===== src/rtl/lsu_thread.sv =====
// lsu_thread: per-thread load/store unit.
// Turns one decoded LDR/STR into a single valid/ready transaction on the
// memory controller consumer port. Load data is returned on lsu_out, and the
// scheduler follows progress through lsu_state. All outputs are registered.
module lsu_thread #(
   parameter int ADDR_BITS      = 8,
   parameter int DATA_BITS      = 8,
   parameter int TIMEOUT_CYCLES = 255
) (
   input  logic                 clk,
   input  logic                 reset,
   input  logic                 enable,
   input  logic [2:0]           core_state,
   input  logic                 decoded_mem_read_enable,
   input  logic                 decoded_mem_write_enable,
   input  logic [DATA_BITS-1:0] rs,
   input  logic [DATA_BITS-1:0] rt,
   output logic                 mem_read_valid,
   output logic [ADDR_BITS-1:0] mem_read_address,
   input  logic                 mem_read_ready,
   input  logic [DATA_BITS-1:0] mem_read_data,
   output logic                 mem_write_valid,
   output logic [ADDR_BITS-1:0] mem_write_address,
   output logic [DATA_BITS-1:0] mem_write_data,
   input  logic                 mem_write_ready,
   output logic [1:0]           lsu_state,
   output logic [DATA_BITS-1:0] lsu_out,
   output logic                 lsu_error
);

   localparam logic [2:0] CORE_REQUEST = 3'b011;
   localparam logic [2:0] CORE_UPDATE  = 3'b110;

   // The counter only has to reach TIMEOUT_CYCLES-1; the abort happens on
   // the edge where it would step to TIMEOUT_CYCLES.
   localparam int CNT_W = (TIMEOUT_CYCLES > 1) ? $clog2(TIMEOUT_CYCLES) : 1;
   localparam logic [CNT_W-1:0] CNT_LAST =
      CNT_W'((TIMEOUT_CYCLES > 0) ? TIMEOUT_CYCLES - 1 : 0);

   typedef enum logic [1:0] {
      IDLE       = 2'b00,
      REQUESTING = 2'b01,
      WAITING    = 2'b10,
      DONE       = 2'b11
   } state_t;

   state_t               state_reg,       state_next;
   logic                 op_read_reg,     op_read_next;
   logic [ADDR_BITS-1:0] addr_reg,        addr_next;
   logic [DATA_BITS-1:0] data_reg,        data_next;
   logic                 read_valid_reg,  read_valid_next;
   logic                 write_valid_reg, write_valid_next;
   logic [DATA_BITS-1:0] out_reg,         out_next;
   logic                 error_reg,       error_next;
   logic [CNT_W-1:0]     cnt_reg,         cnt_next;

   logic [ADDR_BITS-1:0] req_addr;
   logic                 ready_hit;

   // Address operand is truncated or zero-extended to the bus width.
   generate
      if (ADDR_BITS <= DATA_BITS) begin : g_addr_trunc
         assign req_addr = rs[ADDR_BITS-1:0];
      end else begin : g_addr_ext
         assign req_addr = {{(ADDR_BITS-DATA_BITS){1'b0}}, rs};
      end
   endgenerate

   // Only the ready that matches the latched operation completes it.
   assign ready_hit = op_read_reg ? mem_read_ready : mem_write_ready;

   // State and output registers; reset drops any request in flight.
   always_ff @(posedge clk) begin
      if (!reset) begin
         state_reg       <= IDLE;
         op_read_reg     <= 1'b0;
         addr_reg        <= '0;
         data_reg        <= '0;
         read_valid_reg  <= 1'b0;
         write_valid_reg <= 1'b0;
         out_reg         <= '0;
         error_reg       <= 1'b0;
         cnt_reg         <= '0;
      end else begin
         state_reg       <= state_next;
         op_read_reg     <= op_read_next;
         addr_reg        <= addr_next;
         data_reg        <= data_next;
         read_valid_reg  <= read_valid_next;
         write_valid_reg <= write_valid_next;
         out_reg         <= out_next;
         error_reg       <= error_next;
         cnt_reg         <= cnt_next;
      end
   end

   // Next-state and next-output logic for the single-transaction FSM.
   always_comb begin
      state_next       = state_reg;
      op_read_next     = op_read_reg;
      addr_next        = addr_reg;
      data_next        = data_reg;
      read_valid_next  = read_valid_reg;
      write_valid_next = write_valid_reg;
      out_next         = out_reg;
      error_next       = error_reg;
      cnt_next         = cnt_reg;

      case (state_reg)
         IDLE: begin
            if (enable && core_state == CORE_REQUEST &&
                (decoded_mem_read_enable || decoded_mem_write_enable)) begin
               addr_next    = req_addr;
               data_next    = rt;
               // A read wins when both enables are set.
               op_read_next = decoded_mem_read_enable;
               state_next   = REQUESTING;
            end
         end
         REQUESTING: begin
            read_valid_next  = op_read_reg;
            write_valid_next = !op_read_reg;
            cnt_next         = '0;
            state_next       = WAITING;
         end
         WAITING: begin
            if (ready_hit) begin
               read_valid_next  = 1'b0;
               write_valid_next = 1'b0;
               if (op_read_reg) begin
                  out_next = mem_read_data;
               end
               state_next = DONE;
            end else if (TIMEOUT_CYCLES != 0 && cnt_reg == CNT_LAST) begin
               read_valid_next  = 1'b0;
               write_valid_next = 1'b0;
               error_next       = 1'b1;
               state_next       = DONE;
            end else if (TIMEOUT_CYCLES != 0) begin
               cnt_next = cnt_reg + CNT_W'(1);
            end
         end
         DONE: begin
            if (core_state == CORE_UPDATE) begin
               state_next = IDLE;
            end
         end
         default: state_next = IDLE;
      endcase
   end

   assign mem_read_valid    = read_valid_reg;
   assign mem_read_address  = addr_reg;
   assign mem_write_valid   = write_valid_reg;
   assign mem_write_address = addr_reg;
   assign mem_write_data    = data_reg;
   assign lsu_state         = state_reg;
   assign lsu_out           = out_reg;
   assign lsu_error         = error_reg;

endmodule

===== config.mk =====
export PLATFORM = sky130hd
export DESIGN_NAME = lsu_thread
export DESIGN_NICKNAME = d
export VERILOG_FILES = /design/src/rtl/lsu_thread.sv
export SDC_FILE = /design/constraint.sdc
export NUM_CORES = 1
export LEC_CHECK = 0
export BUFFER_PORTS_ARGS = -buffer_cell sky130_fd_sc_hd__buf_2
export CAP_MARGIN = 30
export CELL_PAD_IN_SITES_DETAIL_PLACEMENT = 0
export CELL_PAD_IN_SITES_GLOBAL_PLACEMENT = 1
export CORE_ASPECT_RATIO = 2
export CORE_MARGIN = 2
export CORE_UTILIZATION = 37
export CTS_CLUSTER_DIAMETER = 100
export DETAILED_ROUTE_END_ITERATION = 12
export GPL_TIMING_DRIVEN = 0
export PLACE_DENSITY_LB_ADDON = 0.1
export SLEW_MARGIN = 10
export SYNTH_ARGS = -nofsm -noshare
export SYNTH_HDL_FRONTEND = slang
export SYNTH_SLANG_ARGS = --single-unit

===== constraint.sdc =====
create_clock -name clk -period 2.6 [get_ports clk]
set_input_delay 0.39 -clock clk [delete_from_list [all_inputs] [get_ports clk]]
set_output_delay 0.39 -clock clk [all_outputs]
set_load 0.01 [all_outputs]

# [After elaboration in Yosys (flattened, before gate mapping)]
# Index checks and enable logic that the tools add are counted.
[classes] bitwise=1 order_cmp=0 mux=13 n_div=0 multipliers=0 shifts=0 n_eq_ne=11 add_sub_neg=1 reduce_logical=12
[ops] cell="2-to-1 mux 8 bit" count=2
[ops] cell="case mux 8 bit (2 select lines)" count=1
[ops] cell="AND reduction 3 bit" count=4
[ops] cell="adder 8 x 1 -> 8 bit, second input constant" count=1
[ops] cell="equality test 8 bit, second input constant" count=1
[ops] cell="2-to-1 mux 2 bit" count=4
[ops] cell="inequality test 2 bit, second input constant" count=4
[ops] cell="case mux 2 bit (4 select lines)" count=1
[ops] cell="equality test 2 bit, second input constant" count=2
[ops] cell="case mux 1 bit (2 select lines)" count=2
[ops] cell="AND reduction 2 bit" count=2
[ops] cell="equality test 3 x 2 -> 1 bit, second input constant" count=1
[ops] cell="equality test 3 bit, second input constant" count=1
[ops] cell="2-to-1 mux 1 bit" count=3
[ops] cell="inequality test 3 bit, second input constant" count=1
[ops] cell="equality test 2 x 1 -> 1 bit, second input constant" count=1
[ops] cell="logical AND 1 bit" count=2
[ops] cell="logical NOT 2 bit" count=1
[ops] cell="nonzero test 2 bit" count=1
[ops] cell="logical NOT 1 bit" count=1
[ops] cell="logical OR 1 bit" count=1
[ops] cell="NOT 1 bit" count=1
[word_totals] mem_count=0 ramBits=0 rom_bits=0 reg_bits=38 latch_bits=0 wordCells=47 out_inout_bits=37 inputBits=34

# [Depth between registers and ports, before layout]
# Gate-level depths: netlist of the first run.
[logic_depth] ltp_word=5 depth_mapped=7 mapped_depth_nobuf=6

# [Worst setup path after synthesis of the first run]
# No wires, ideal clock.
[synth_timing] kind="register to register" from="register cnt_reg[0]" to="register cnt_reg[6]" setup_time_ps=116 setup_slack_ps=905 required_time_ps=2484 t_arrival_ps=1580 n_path_buf=0 path_stages_with_launch=6 path_cell_list="dfxtp_1 inv_1 ha_1 and3_1 or4_4 a31o_1"
[synth_between] elab_chain_len=4 elab_cells_between_ends=7 cone_classes="1 x add/sub; 2 x eq/ne; 3 x mux; 1 x reduce/logical"
[synth_rtl] item="from (decl)" line_no="55" source="logic [CNT_W-1:0] cnt_reg, cnt_next;"
[synth_rtl] item="from (signal assigned)" line_no="93" source="cnt_reg <= cnt_next;"
[synth_rtl] item="adder 8 x 1 -> 8 bit" line_no="140" source="cnt_next = cnt_reg + CNT_W'(1);"
[synth_rtl] item="2-to-1 mux 8 bit" line_no="134" source="end else if (TIMEOUT_CYCLES != 0 && cnt_reg == CNT_LAST) begin"
[synth_rtl] item="2-to-1 mux 8 bit" line_no="127" source="if (ready_hit) begin"
[synth_rtl] item="case mux 8 bit (2 select lines)" line_no="109" source="case (state_reg)"
# Several ways; a longest one is shown, not always the timed one. The select of a mux whose other input is x is not followed.
# A chain may end at the register's enable or synchronous reset.

# [Worst setup path after layout of the first run]
[layout_timing] from="register state_reg[0] (netlist: lsu_state[0])" to="register out_reg[0] (netlist: lsu_out[0])"
[layout_between] elab_chain_len=2
[layout_rtl] item="from (decl)" line_no="47" source="state_t state_reg, state_next;"
[layout_rtl] item="from (signal assigned)" line_no="85" source="state_reg <= state_next;"
[layout_rtl] item="equality test 2 bit" line_no="109"
[layout_rtl] item="AND reduction 3 bit (no source line)"
[layout_rtl] item="to (signal assigned)" line_no="91" source="out_reg <= out_next;"
[layout_rtl] item="to (decl)" line_no="53" source="logic [DATA_BITS-1:0] out_reg, out_next;"
# Every way passes these cells.

==> summary.txt, run 1 <==
Run status
  – Status: completed

Pwr
  – Worst vdd ir: 0.448 mV
  – Pwr Density: 585 nW/µm²
  – Leak pwr: 1.08 nW
  – Final Power: between 1 and 1.5 mW

Synth
  – Ys flop type: dfxtp_1
  – Synth warn: 0
  – Syn Nets: between 200 and 250
  – Synth cell types: 41
  – #FFs+latches synth: 38
  – Sequential area share after synthesis: 43.6%
  – Async SR Flop Fraction: 0%
  – Post-synth EDFFs: 0
  – Post-Syn Instances: 183
  – Post-Synthesis Cell Area: 1750 µm²
  – Syn Area/Cell: 9.54 µm²

STA
  – Worst rel slew slack: ~66%
  – Worst-margin pin slew: 506 ps
  – RSZ-0062 raised after global routing: false
  – Fin. Hold Viols: 0
  – Final setup viols: 0
  – Setup TNS Final: 0 ps
  – Fmax: between 0.5 and 0.6 GHz
  – Fin. max-slew vios: 0
  – Final min period: 1950 ps
  – Clock skew: 2.73 ps
  – Post-route clock period utilization: around 75%

Route
  – DRT iter0 DRCs: 28
  – Drt first pass iters: 4
  – DR DRC count: 0
  – Remaining antenna violation count: 0
  – Vias: ~1.5k
  – Routed wire length per instance: 13.5 µm
  – Vias per inst: 4.91
  – Routed wire length: 4240 µm

Finish
  – Fin cells: ~320
  – # fillers: 459
  – Synth-to-layout area growth: 28.9%
  – Commonest non-fill, non-tap cell in the layout: buf_2
  – Ant. Diodes: 0
  – Final Cell Area: 2250 µm²
  – Layout cells sized above 1: 35.8%
  – Nets: 299
  – Commonest non-fill, non-tap cells in the layout: buf_2, dfxtp_1, nor2_1, mux2i_1, buf_4

Clock network
  – CTS tree: done
  – CTS clk-pin slew, worst paths: approximately 70 ps
  – Cts hold-fix bufs: 0
  – CTS Buf Count: 5
  – Clk sink count: 38
  – H-tree Lvls: 2
  – Post-CTS setup buffers: 0
  – Post-CTS sizing: 0
  – Max Buffers Root-to-Sink: 2
  – Clock root buffer master: clkbuf_8
  – Skew-Pair Late Insertion Delay: around 280 ps

Global routing
  – Vias in the first global route: 1417
  – Most Crowded Layer GR: met2
  – GR Layer Usage met2: about a third
  – Met1 global-route usage: 16.8%
  – Initial antenna violation count: 0
  – Met3 usage: 3.69%
  – Grt total ovfl: 0
  – Largest net degree at the start of global routing: 12
  – GRT Util Overall: 16.9%
  – First-pass GRT wire length: 6690 µm

Place
  – Gp weighted congestion: between 0.7 and 0.8
  – Placed cells: 307
  – Placed cell area: 2160 µm²
  – Hpwl dp: between 3000 and 4000 µm
  – Port bufs: between 60 and 70

Floorplanning
  – Starting Density: about two fifths
  – Row cnt: 35
  – Die Area: 5320 µm²
  – Ports: 71
  – Die Span X: 52.6 µm
  – Core Area: 4550 µm²
  – Die height: 101 µm

Critical path
  – Worst path cell trace: inv_1 > ha_1 > clkbuf_1 > nand3_1 > mux2i_1 > nor2_1
  – Critical Path Slowest Stage Cell: nand3_1
  – Element type at the critical path end: register
  – Arrival time at the worst endpoint: between 2000 and 2500 ps
  – Req. time, crit path: 2750 ps
  – Setup crit start kind: register
  – Crit path kind: reg2reg
  – CP max stage delay: 480 ps
  – CP max FO: 10

Min path
  – Hold Crit Class: in2reg

Run
  – Max cap viols: 0
==> worst max-delay path, delay by kind of cell, from the launching register on <==
kind                     cells  cell delay (ps)
AND/OR/NAND/NOR              2              540
buffers and inverters        2              480
multiplexers                 1              280
flip-flops                   1              340
adder cells (fa/ha/maj)      1              190
==> Yosys cell counts (2+ instances only) <==
cell type / n / area [µm²]
nor3b_1: 2 / 15.0
nand4_1: 2 / 12.5
nand2_1: 8 / 30.0
nand2b_1: 2 / 12.5
a21boi_0: 3 / 22.5
clkbuf_1: 6 / 22.5
dfxtp_1: 38 / 761
a31oi_1: 2 / 12.5
inv_1: 6 / 22.5
a21oi_1: 3 / 15.0
nand3_1: 7 / 35.0
buf_4: 9 / 67.6
mux2i_1: 27 / 270
o21ai_0: 2 / 10.0
xnor2_1: 2 / 17.5
ha_1: 6 / 75.1
nor2_1: 32 / 120
and3_1: 2 / 12.5
o21a_1: 2 / 15.0
==> final timing paths <==
| path | start | to | slack [ps] | cells past startpoint |
|---|---|---|---|---|
| worst min register to register | lsu_error | lsu_error | 490 | 2 |
| worst min-delay path | mem_read_data[2] | lsu_out[2] | 340 | 3 |
| worst max-delay path | lsu_state[0] | lsu_out[0] | 650 | 6 |
| worst max register to register | lsu_state[0] | lsu_out[0] | 650 | 6 |
==> routing by layer <==
layer / wire length (µm) / vias up / part of all wire, %
li1: - / 777 / -
met1: 1480 / 714 / 35
met2: 2470 / 51 / 58
met3: 245 / 4 / 5.8
met4: 45 / 0 / 1.1
met5: 0 / - / 0
==> report_power, final <==
group / total, mW / internal (mW) / switching (mW)
logic: 0.282 / 0.115 / 0.167
registers: 0.627 / 0.608 / 0.0191
clock network: 0.408 / 0.214 / 0.194
==> per-stage QoR <==
step | hold WS, ps | util, % | worst slack (ps)
final | 339 | 49.5 | 653
after global routing | 333 | 49.5 | 445
after CTS | 328 | 49.5 | 633
after detailed placement | 479 | 47.4 | 652
after global placement | 469 | 47.4 | 658
after floorplan | 461 | - | 905
==> layout make-up <==
class	instances	area, µm²	area share (%)
clock buffers	7	86.3	3.83
inverters	6	22.5	1.00
well taps	55	68.8	3.06
clock inverters	1	5.00	0.222
flip-flops and latches	38	761	33.8
plain buffers	17	106	4.72
repair buffers	69	345	15.3
multi-input cells	122	857	38.1
==> cells by family after synthesis <==
group / synth area share, %
AO/OA/AOI/OAI: 10.0
XOR/XNOR: 1.00
adder cells (fa/ha/maj): 4.30
buffers and inverters: 7.38
flip-flops: 43.6
multiplexers: 16.3
AND/OR/NAND/NOR: 17.4
Power figures use the tool's default switching activity.
==> inputs of run 2 (changes only) <==
Settings changed: CORE_UTILIZATION 37 to 35.
Clock period 2.6 ns to 1.9 ns, I/O delays scaled along.
==> summary.txt, run 2 (same netlist as run 1, synthesis figures left out) <==
Run status
  – Status: completed

Floorplanning
  – Ports: 71 (unchanged)
  – Die Area: 5610 µm² (+5.4%)
  – Die Span X: 54.0 µm (+2.6%)
  – Core Area: 4820 µm² (+5.8%)
  – Row cnt: 36 (+2.9%)
  – Die height: 104 µm (+2.7%)
  – Starting Density: 36.2% (-2.1 points)

Critical path
  – Reg2Reg Launch Point: lsu_state[1]
  – Setup crit start kind: register
  – R2R depth: 6 (unchanged)
  – Critical Path Slowest Stage Cell: dfxtp_1
  – CP max FO: 10 (unchanged)
  – Worst path cell trace: inv_1 > ha_1 > clkbuf_2 > nand2_1 > or3_1 > a31oi_1
  – Element type at the critical path end: register
  – CP max stage delay: 410 ps (-70 ps)
  – R2r endpoint: cnt_reg[1]
  – Req. time, crit path: 2120 ps (-630 ps)
  – Crit path kind: reg2reg
  – Arrival time at the worst endpoint: 2000 ps (-100 ps)
  – Reg-to-reg slack, setup: 120 ps (-530 ps)

Finish
  – Ant. Diodes: 0 (unchanged)
  – Commonest non-fill, non-tap cell in the layout: buf_2
  – Fin cells: 317 (+0.63%)
  – Layout cells sized above 1: 37.7% (+1.9 points)
  – # fillers: 480 (+4.6%)
  – Final Cell Area: 2310 µm² (+2.8%)
  – Nets: 299 (unchanged)
  – Synth-to-layout area growth: 32.5%
  – Commonest non-fill, non-tap cells in the layout: buf_2, dfxtp_1, nor2_1, mux2i_1, buf_4
  – Final Util: 48.0% (-1.4 points)

Min path
  – Hold wc startpoint: mem_read_data[2]
  – Hold Crit Class: in2reg
  – Hold depth: 3 (unchanged)
  – Hold EP: lsu_out[2]

Place
  – Gp weighted congestion: 0.717 (+0.60%)
  – Placed cells: 309 (+0.65%)
  – Port bufs: 69 (unchanged)
  – Hpwl dp: 3370 µm (+0.42%)
  – Placed cell area: 2160 µm² (+0.12%)

Clock network
  – H-tree Lvls: 2 (unchanged)
  – Skew-Pair Late Insertion Delay: 280 ps (about the same)
  – Max Buffers Root-to-Sink: 2 (unchanged)
  – Cts hold-fix bufs: 0 (unchanged)
  – Clock root buffer master: clkbuf_8
  – Clk sink count: 38 (unchanged)
  – Post-CTS setup buffers: 0 (unchanged)
  – CTS tree: done
  – CTS clk-pin slew, worst paths: 80 ps (about the same)
  – CTS Buf Count: 5 (unchanged)

STA
  – RSZ-0062 raised after global routing: false
  – Final setup viols: 0 (unchanged)
  – Worst rel slew slack: 70.6% (+4.4 points)
  – Fin. Hold Viols: 0 (unchanged)
  – Worst-margin pin slew: 441 ps (-64.7 ps)
  – Setup TNS Final: 0 ps (unchanged)
  – Fin. max-slew vios: 0 (unchanged)
  – Clock skew: 4.13 ps (+1.40 ps)
  – Post-route clock period utilization: 93.8% (+19 points)
  – Final min period: 1780 ps (-166 ps)
  – Fmax: 0.561 GHz (+9.3%)

Route
  – DR DRC count: 0 (unchanged)
  – Remaining antenna violation count: 0 (unchanged)
  – Routed wire length per instance: 13.4 µm (-0.75%)
  – Vias: 1552 (+0.39%)
  – DRT iter0 DRCs: 21 (-25%)
  – Vias per inst: 4.90 (-0.25%)
  – Routed wire length: 4240 µm (-0.12%)
  – Drt first pass iters: 4 (unchanged)

Pwr
  – Pwr Density: 906 nW/µm² (+55%)
  – Worst vdd ir: 0.936 mV (+110%)
  – Clock power share: 40.5% (+9.5 points)
  – Leak pwr: 1.11 nW (+2.8%)
  – Final Power: 2.10 mW (+59%)
  – Combinational fraction of design power: 18.7% (-2.7 points)
  – Flop pwr share: 40.8% (-6.8 points)
  – Switching power total: 541 µW (+43%)
  – Int Pwr: 1.56 mW (+66%)
  – Sw Ratio: 25.8% (-3.0 points)

Run
  – Max cap viols: 0 (unchanged)

Global routing
  – Grt total ovfl: 0 (unchanged)
  – First-pass GRT wire length: 6590 µm (-1.6%)
  – Vias in the first global route: 1439 (+1.6%)
  – Largest net degree at the start of global routing: 13 (+1)
  – GRT Util Overall: 16.1% (-0.78 points)
  – Initial antenna violation count: 0 (unchanged)
run 2: layout make-up:
type,count,area (µm²),area share (%)
clock inverter,2,60.1,2.59
clock buffer,6,82.6,3.57
inverter,6,22.5,0.973
sequential,38,762,32.9
multi-input combinational,122,862,37.2
tap,57,71.3,3.08
buffer,17,109,4.70
timing repair buffer,69,345,14.9
run 2: worst max path at each step:
stage            startpoint                 to  slack (ps)
2_1_floorplan    cnt_reg[0]         cnt_reg[6]         200
3_3_place_gp   lsu_state[0]         lsu_out[1]         -80
3_5_place_dp   lsu_state[0]         lsu_out[1]         -80
4_1_cts          cnt_reg[0]         cnt_reg[6]          80
5_1_grt        lsu_state[0]  mem_write_data[0]          10
6_report       lsu_state[1]         cnt_reg[1]         120
run 2: timing repair:
item                       in CTS  in global routing
gates resized for setup         2                  3
setup endpoints to repair       9                 14
cloned                          0                  0
run 2: per-stage QoR:
| stage | worst slack, ps | hold WS, ps |
|---|---|---|
| 3_5_place_dp | -82.7 | 479 |
| 3_3_place_gp | -82.3 | 468 |
| 2_1_floorplan | 205 | 429 |
| 5_1_grt | 11.7 | 229 |
| 4_1_cts | 78.2 | 216 |
| 6_report | 118 | 226 |
run 2: metal layers:
metal	track usage (%)	wire, µm	up-vias
li1	-	-	777
met1	14.6	1470	721
met2	30.7	2500	46
met3	3.45	189	8
met4	7.14	76	0
met5	0	0	-
run 2: power groups by stage:
stage               Clock (mW)  Sequential (mW)  Combinational (mW)
finish                   0.850            0.855               0.391
global route             0.897            0.861               0.441
CTS                      0.877            0.856               0.401
detailed placement           0            0.874               0.391
global placement             0            0.874               0.392
floorplan                    0            0.889               0.231
run 2: critical path, delay by kind of cell, from the launching register on:
| family | cells | cell delay (ps) |
|---|---|---|
| and+or+nand+nor | 2 | 470 |
| adders and majority gates | 1 | 350 |
| DFF | 1 | 410 |
| AOI/OAI and AO/OA | 1 | 160 |
| buffers and inverters | 2 | 330 |
==> inputs of run 3 (changes only) <==
Clock period 1.9 ns to 1.95 ns, I/O delays scaled along.
==> summary.txt, run 3 (same netlist as run 1, synthesis figures left out) <==
Floorplanning
  – Row cnt: 36 (unchanged)
  – Die Area: 5610 µm² (unchanged)
  – Starting Density: 36.2% (unchanged)
  – Core Area: 4820 µm² (unchanged)
  – Ports: 71 (unchanged)
  – Die Span X: 54.0 µm (unchanged)
  – Die height: 104 µm (unchanged)

Pwr
  – Worst vdd ir: 0.913 mV (-2.5%)
  – Sw Ratio: 25.8% (about the same)
  – Pwr Density: 883 nW/µm² (-2.5%)
  – Clock power share: 40.5% (about the same)
  – Combinational fraction of design power: 18.7% (about the same)
  – Int Pwr: 1.52 mW (-2.6%)
  – Leak pwr: 1.11 nW (about the same)
  – Flop pwr share: 40.8% (about the same)
  – Switching power total: 527 µW (-2.5%)

Run status
  – Status: completed

Critical path
  – Element type at the critical path end: register
  – Crit path kind: reg2reg
  – Req. time, crit path: 2140 ps (+20 ps)
  – Setup crit start kind: register
  – Arrival time at the worst endpoint: 2010 ps (about the same)
  – CP max FO: 6 (-4)

Global routing
  – GRT Util Overall: 16.1% (unchanged)
  – Grt total ovfl: 0 (unchanged)
  – Vias in the first global route: 1439 (unchanged)
  – First-pass GRT wire length: 6590 µm (unchanged)
  – Initial antenna violation count: 0 (unchanged)
  – Largest net degree at the start of global routing: 13 (unchanged)

Route
  – Remaining antenna violation count: 0 (unchanged)
  – DRT iter0 DRCs: 21 (unchanged)
  – Vias: 1551 (-0.064%)
  – Routed wire length: 4240 µm (about the same)
  – Drt first pass iters: 4 (unchanged)
  – Routed wire length per instance: 13.4 µm (about the same)
  – DR DRC count: 0 (unchanged)
  – Vias per inst: 4.89 (about the same)

STA
  – Final min period: 1820 ps (+37.7 ps)
  – Post-route clock period utilization: 93.3% (-0.47 points)
  – Fin. max-slew vios: 0 (unchanged)
  – Worst rel slew slack: 70.6% (unchanged)
  – Clock skew: 4.13 ps (+0.000250 ps)
  – Final hold slack: 234 ps (+7.46 ps)
  – Final setup viols: 0 (unchanged)
  – Fin. Hold Viols: 0 (unchanged)
  – RSZ-0062 raised after global routing: false
  – Worst-margin pin slew: 441 ps (-0.000358 ps)
  – Fmax: 0.550 GHz (-2.1%)

Clock network
  – Post-CTS setup buffers: 0 (unchanged)
  – Cts hold-fix bufs: 0 (unchanged)
  – Post-CTS sizing: 2 (unchanged)
  – Skew-Pair Late Insertion Delay: 280 ps (about the same)
  – H-tree Lvls: 2 (unchanged)
  – CTS tree: done
  – CTS clk-pin slew, worst paths: 80 ps (about the same)
  – Clk sink count: 38 (unchanged)
  – Clock root buffer master: clkbuf_8
  – CTS Buf Count: 5 (unchanged)
  – Max Buffers Root-to-Sink: 2 (unchanged)

Finish
  – Layout cells sized above 1: 37.3% (-0.38 points)
  – Commonest non-fill, non-tap cells in the layout: buf_2, dfxtp_1, nor2_1, mux2i_1, buf_4
  – Ant. Diodes: 0 (unchanged)
  – Nets: 299 (unchanged)
  – Commonest non-fill, non-tap cell in the layout: buf_2
  – # fillers: 478 (-0.42%)
  – Final Util: 48.0% (about the same)
  – Synth-to-layout area growth: 32.4% (about the same)

Place
  – Hpwl dp: 3370 µm (unchanged)
  – Gp weighted congestion: 0.717 (unchanged)
  – Port bufs: 69 (unchanged)

Run
  – Max cap viols: 0 (unchanged)

Min path
  – Hold Crit Class: in2reg
## run 3: cell types whose count changed in the layout (fill, tap and decap cells not counted)
cell and delta:
dfxtp_1 +1, dfxtp_2 -1
## run 3: stage by stage
step                power [mW]  worst slack, ps  cell area, µm²  instances  setup TNS, ps
floorplan                 1.09              255            1750        183              0
global placement          1.23            -32.3            2160        309           -172
detailed placement        1.23            -32.7            2160        309           -127
CTS                       2.08              128            2310        317              0
global route              2.14             47.0            2310        317              0
finish                    2.04              130            2310        317              0
## run 3: path summary, 6_finish.rpt
| path | start | to | slack (ps) | cells past startpoint |
|---|---|---|---|---|
| max | cnt_reg[0] | cnt_reg[6] | 130 | 5 |
| min | mem_read_data[2] | lsu_out[2] | 230 | 3 |
| max reg2reg | cnt_reg[0] | cnt_reg[6] | 130 | 5 |
| min reg2reg | mem_write_data[6] | mem_write_data[6] | 490 | 2 |
## run 3: layout make-up
type	instances	area [µm²]	area share [%]
clock inverter	2	60.1	2.60
inverter	6	22.5	0.973
buffer	17	109	4.71
tap	57	71.3	3.08
multi-input combinational	122	862	37.3
clock buffer	6	82.6	3.57
sequential	38	761	32.9
timing repair buffer	69	345	14.9
## run 3: routing by layer
layer	vias up	global-route usage [%]	wire [µm]
met5	-	0	0
met4	0	7.14	76
met3	8	3.45	189
met2	46	30.7	2500
met1	721	14.6	1480
li1	776	-	-
## run 3: power groups by stage
stage	Sequential [mW]	Combinational (mW)	Clock [mW]
2_1_floorplan	0.866	0.225	0
3_3_place_gp	0.852	0.382	0
3_5_place_dp	0.852	0.381	0
4_1_cts	0.834	0.390	0.854
5_1_grt	0.838	0.430	0.874
6_report	0.833	0.381	0.828
## run 3: critical path: stages (launching register included)
cell and delay [ps]:
dfxtp_1 420, inv_1 90, ha_1 210, and3_1 250, or4_4 540, a31o_1 210
